===== src/rtl/regfile_pkg.sv =====
// regfile_pkg: shared defaults, typedefs and constants for the register file with write scoreboard
package regfile_pkg;
    localparam int BIT_WIDTH = 32;
    localparam int REG_WIDTH = 4;
    localparam int CNT_WIDTH = 2;
    localparam int REG_SIZE  = 1 << REG_WIDTH;
    localparam int CNT_MAX   = (1 << CNT_WIDTH) - 1;
    typedef logic [REG_WIDTH-1:0] reg_addr_t;
    typedef logic [BIT_WIDTH-1:0] reg_data_t;
    typedef logic [CNT_WIDTH-1:0] pend_cnt_t;
endpackage


===== src/rtl/regfile_pend_cnt.sv =====
// regfile_pend_cnt: per-register in-flight write counter with saturation flag and underflow detect
module regfile_pend_cnt
    import regfile_pkg::*;
#(
    parameter int CNT_WIDTH = regfile_pkg::CNT_WIDTH
) (
    input  logic                 clk,
    input  logic                 rst_n,
    input  logic                 inc,
    input  logic                 dec,
    input  logic                 flush,
    output logic [CNT_WIDTH-1:0] count,
    output logic                 at_max,
    output logic                 underflow
);
    logic [CNT_WIDTH-1:0] cnt_nxt;

    assign at_max    = count == {CNT_WIDTH{1'b1}};
    assign underflow = dec && !inc && count == '0;

    // issue and retire on the same register cancel; a retire at zero holds zero
    always_comb
        cnt_nxt = flush ? '0 :
                  (inc && !dec) ? count + 1'b1 :
                  (dec && !inc && count != '0) ? count - 1'b1 : count;

    // count register, cleared asynchronously
    always_ff @(posedge clk or negedge rst_n)
        if (!rst_n) count <= '0;
        else        count <= cnt_nxt;
endmodule


===== src/rtl/regfile_scoreboard.sv =====
// regfile_scoreboard: N-read/1-write register file with write bypass and pending-write scoreboard
// Optional feature: define REGFILE_ZERO_REG_EN to make register 0 a constant zero that never counts.
module regfile_scoreboard
    import regfile_pkg::*;
#(
    parameter int BIT_WIDTH = regfile_pkg::BIT_WIDTH,
    parameter int REG_WIDTH = regfile_pkg::REG_WIDTH,
    parameter int NUM_RD    = 2,
    parameter int CNT_WIDTH = regfile_pkg::CNT_WIDTH
) (
    input  logic                          clk,
    input  logic                          rst_n,
    input  logic                          wrt_en,
    input  logic [REG_WIDTH-1:0]          dr,
    input  logic [BIT_WIDTH-1:0]          d_in,
    input  logic [NUM_RD*REG_WIDTH-1:0]   rd_addr,
    output logic [NUM_RD*BIT_WIDTH-1:0]   rd_data,
    output logic [NUM_RD-1:0]             rd_busy,
    input  logic                          iss_en,
    input  logic [REG_WIDTH-1:0]          iss_dr,
    output logic                          iss_ready,
    input  logic                          flush,
    output logic                          sb_err
);
    localparam int RSIZE = 1 << REG_WIDTH;
`ifdef REGFILE_ZERO_REG_EN
    localparam bit ZERO_REG = 1'b1;
`else
    localparam bit ZERO_REG = 1'b0;
`endif

    logic [BIT_WIDTH-1:0] regs [RSIZE];
    logic [CNT_WIDTH-1:0] cnt  [RSIZE];
    logic [RSIZE-1:0]     inc_v, dec_v, at_max, underflow;
    logic                 wr_ok;

    assign wr_ok     = wrt_en && !(ZERO_REG && dr == '0);
    assign iss_ready = !at_max[iss_dr] || (wrt_en && dr == iss_dr) || (ZERO_REG && iss_dr == '0);

    for (genvar r = 0; r < RSIZE; r++) begin : g_cnt
        if (ZERO_REG && r == 0) begin : g_zero
            assign inc_v[r] = 1'b0;
            assign dec_v[r] = 1'b0;
        end else begin : g_norm
            assign inc_v[r] = iss_en && iss_ready && iss_dr == REG_WIDTH'(r);
            assign dec_v[r] = wrt_en && dr == REG_WIDTH'(r);
        end
        regfile_pend_cnt #(.CNT_WIDTH(CNT_WIDTH)) u_cnt (
            .clk       (clk),
            .rst_n     (rst_n),
            .inc       (inc_v[r]),
            .dec       (dec_v[r]),
            .flush     (flush),
            .count     (cnt[r]),
            .at_max    (at_max[r]),
            .underflow (underflow[r])
        );
    end

    for (genvar i = 0; i < NUM_RD; i++) begin : g_rd
        logic [REG_WIDTH-1:0] a;
        logic                 byp;
        assign a   = rd_addr[i*REG_WIDTH +: REG_WIDTH];
        assign byp = wr_ok && dr == a;
        assign rd_data[i*BIT_WIDTH +: BIT_WIDTH] = (ZERO_REG && a == '0) ? '0 : byp ? d_in : regs[a];
        assign rd_busy[i] = cnt[a] > CNT_WIDTH'(1) || (cnt[a] == CNT_WIDTH'(1) && !byp);
    end

    // data array: writeback lands at the clock edge
    always_ff @(posedge clk or negedge rst_n)
        if (!rst_n) for (int r = 0; r < RSIZE; r++) regs[r] <= '0;
        else if (wr_ok) regs[dr] <= d_in;

    // sticky error for any retire of a register with nothing in flight
    always_ff @(posedge clk or negedge rst_n)
        if (!rst_n) sb_err <= 1'b0;
        else        sb_err <= sb_err || (|underflow);
endmodule


===== config.mk =====
export PLATFORM = sky130hd
export DESIGN_NAME = regfile_scoreboard
export DESIGN_NICKNAME = d
export VERILOG_FILES = /design/src/rtl/regfile_pkg.sv /design/src/rtl/regfile_pend_cnt.sv /design/src/rtl/regfile_scoreboard.sv
export SDC_FILE = /design/constraint.sdc
export NUM_CORES = 1
export LEC_CHECK = 0
export BUFFER_PORTS_ARGS = -buffer_cell sky130_fd_sc_hd__buf_2
export CORE_UTILIZATION = 55
export DETAILED_ROUTE_END_ITERATION = 10
export GPL_ROUTABILITY_DRIVEN = 0
export PLACE_DENSITY = 0.73
export SLEW_MARGIN = 20
export SYNTH_ARGS = -nofsm -noshare
export SYNTH_HDL_FRONTEND = slang
export SYNTH_SLANG_ARGS = --single-unit
export TNS_END_PERCENT = 100

===== constraint.sdc =====
create_clock -name clk -period 2.23 [get_ports clk]
set_input_delay 0.223 -clock clk [delete_from_list [all_inputs] [get_ports clk]]
set_output_delay 0.223 -clock clk [all_outputs]
set_load 0.01 [all_outputs]

==> results by group <==
Die
  – Row cnt: 86
  – Io pins: 121
  – Die H: 238 um
  – Starting Density: 55.7%
  – Total die area: 0.0568 mm2
  – Core area: 0.0551 mm2
  – Die width: 238 um

Synthesis
  – Flops & latches, synth: 545
  – Number of flops mapped to enable cells by yosys: 0
  – Post-Syn Area per Cell: 12.1 um2
  – Syn. warnings: 0
  – Largest family of logic cells by synthesized area: multiplexers
  – Mux contribution to synthesized area: 36.4%
  – Dominant cells by area after synthesis: dfrtp_1 44%, mux4_2 25%, mux2_2 12%
  – Post-Syn Instances: 2535
  – Post-synthesis compound-gate area fraction: 2.66%
  – Post-Synth XOR/XNOR Area: 0.542%
  – Sequential cell area fraction in the yosys report: 44.4%
  – Dominant synthesized flop cell: dfrtp_1
  – Synth cell types: 68
  – Simple-gate share of the synthesized area: 12.4%
  – Post-synth top area share: 44.4%
  – Synth Net Count: 2588
  – Post-Syn Area: 0.0307 mm2
  – Area share of fa/ha/maj cells after synthesis: 0%
  – Synth area leader: dfrtp_1
  – Ys async rst share: 100%

STA
  – Final Setup Violations: 83
  – TNS Setup: -28820 ps
  – Final Hold Violating Endpoints: 0
  – Final worst slack: -481 ps
  – RSZ-0062 raised after global routing: true
  – Final Max Tran Viols: 0
  – Worst rel slew slack: 49.0%
  – Max Clock Freq: 369 MHz
  – Actual slew at the worst max-slew pin: 766 ps
  – Final worst-path cycle share: 122%
  – Final Skew: 7.94 ps
  – Final Critical Period: 2710 ps

Final layout
  – Filler cells: 3746
  – Count of inserted antenna diode cells: 0
  – Design area: 0.0370 mm2
  – Fraction of layout cells with a size suffix above 1: 42.8%
  – Area Overhead vs Synth: 20.6%
  – Non-filler cells, final: 3544
  – Nets: 2802

Place
  – DP HPWL: 57500 um
  – Area post-placement: 0.0334 mm2
  – Buffers on Ports: 120
  – DP Cell Count: 3345
  – Setup WS pre-CTS: -186 ps

Worst setup path
  – WP data arrival: 2490 ps
  – Startpoint types: flop
  – Type of destination of the critical path: output port
  – Critical Path RT: 2010 ps
  – CP Class: flop to output port
  – Crit Path Max Fanout: 3

Global routing
  – Initial antenna violation count: 2
  – Total track usage: 34.6%
  – Number of global-route vias before repair: 24800
  – Total gr overflow: 0
  – First-pass GRT wire length: 147000 um
  – Largest net degree at the start of global routing: 81

Power
  – Int Power: 0.0229 W
  – VDD IR max: 0.634 mV
  – Switching power: 0.00907 W
  – Switch share: 28.4%
  – Clk pwr share: 31.2%
  – LEAKAGE: 16.5 nW
  – Power Density: 862 mW/mm2
  – Comb pwr share: 26.3%
  – Reg power frac: 42.5%

Outcome
  – Violated checks: negative setup slack
  – Status: finished with violations

Clocking
  – CTS tree: done
  – Root Driver: clkbuf_16
  – CTS buffer count: 58
  – Htree depth: 2
  – Clk slew on worst S/H paths: 60 ps
  – Worst-skew pair later-pin latency: 620 ps
  – Maximum root-to-sink buffer count: 3
  – CTS sink cnt: 545

Routing
  – # DRC: 0
  – Routed wire length: 97200 um
  – Detailed-route wire length per cell: 27.4 um
  – 1st-iter DRT viols: 3070
  – Via count: 23600
  – Detailed Routing Iterations Pass 1: 8
  – Antenna Nets Post-Route: 0
  – Vias per inst: 6.67

Flow run
  – Maxcap violations: 0

Min path
  – Hold Crit Class: primary input to asynchronous set/reset pin
## critical path: stages (launching register included)
cell and delay, ps:
dfrtp_1 420, mux4_2 490, mux4_2 510, mux2_4 310, buf_6 130
## flip-flops by register name (all words and copies together) (netlist names)
name               count
regs                 512
g_cnt.u_cnt.count     32
sb_err                 1
## path summary, 6_finish.rpt
check | cells past startpoint | slack [ps] | endpoint | from
setup / recovery | 4 | -480 | rd_data[15] | regs[207]
hold reg to reg | 2 | 490 | regs[171] | regs[171]
max in group asynchronous | 3 | 1110 | regs[154] | rst_n
min in group clk | 4 | 140 | g_cnt[3].u_cnt.count[0] | iss_dr[2]
setup reg to reg | 10 | -250 | sb_err | g_cnt[8].u_cnt.count[0]
hold / removal | 2 | 120 | g_cnt[12].u_cnt.count[1] | rst_n
## cells by family after synthesis
family                 Yosys count
AO/OA/AOI/OAI                  125
XOR/XNOR                        19
buffers and inverters          257
flip-flops                     545
multiplexers                   657
AND/OR/NAND/NOR                932
## synth_stat cells, drive strengths merged (4+ instances only)
cell,n
dfrtp,545
or4,4
mux4,336
o21ai,22
and2,11
inv,6
nor3b,5
clkbuf,145
nand3b,7
nand2,802
mux2,320
a21oi,40
nor2,39
or3,5
buf,105
a311oi,4
a211oi,6
xnor2,7
nand4,8
nand2b,6
o21a,4
xor2,12
nand3,17
o2111ai,8
nor3,8
nor2b,8
a31oi,7
## power groups by stage
stage	logic, W	clock network (W)	registers [W]
floorplan	0.00540	0	0.0130
global placement	0.00701	0	0.0133
detailed placement	0.00728	0	0.0136
CTS	0.00807	0.0101	0.0135
global route	0.00894	0.0104	0.0138
finish	0.00839	0.00997	0.0136
## routing by layer
metal | GRT usage [%] | routed length (um)
met4 | 18.1 | 5550
met2 | 54.5 | 46200
met5 | 0 | 43
met3 | 8.03 | 10300
met1 | 45.0 | 35100
## per-stage QoR
step           hold slack [ps]  util (%)  total power (W)
2_1_floorplan            -72.6         -           0.0184
5_1_grt                    137      67.2           0.0331
3_3_place_gp               173      60.6           0.0204
3_5_place_dp               181      60.6           0.0209
4_1_cts                    115      66.1           0.0316
6_report                   118      67.2           0.0319
## final cells by class
| cell class | count | area [um2] | area share, % |
|---|---|---|---|
| inverters | 6 | 22.5 | 0.0608 |
| flip-flops and latches | 545 | 13600 | 36.8 |
| well taps | 748 | 936 | 2.53 |
| clock buffers | 88 | 1730 | 4.68 |
| clock inverters | 19 | 229 | 0.618 |
| multi-input cells | 1733 | 16500 | 44.5 |
| repair buffers | 405 | 3980 | 10.7 |
## cells in the final DEF (no fill, tap or decap), types with 8 or more instances in the layout
master         count
dfrtp_1          545
a21oi_1           34
mux2_2           281
nor3_1             8
buf_2             49
o21ai_0           21
nand3_1            8
nand2_1          789
mux2_4            39
clkinv_2          11
clkbuf_8          17
buf_6             83
clkbuf_16         59
nor2_4            11
nand2_2           11
nand4_1            8
mux4_2           336
buf_12            50
and2_1            10
buf_4            186
clkbuf_1          13
nor2_1            28
xor2_1            11
dlygate4sd3_1     33
## repair_timing
item,CTS,global route
hold endpoints to repair,611,0
pin swaps,12,22
hold buffers,33,0
buffers inserted,19,40
gates cloned,0,1
gates resized for setup,119,57
endpoints found under the setup margin,69,78
Note: power is estimated with default switching activity, not from simulation.
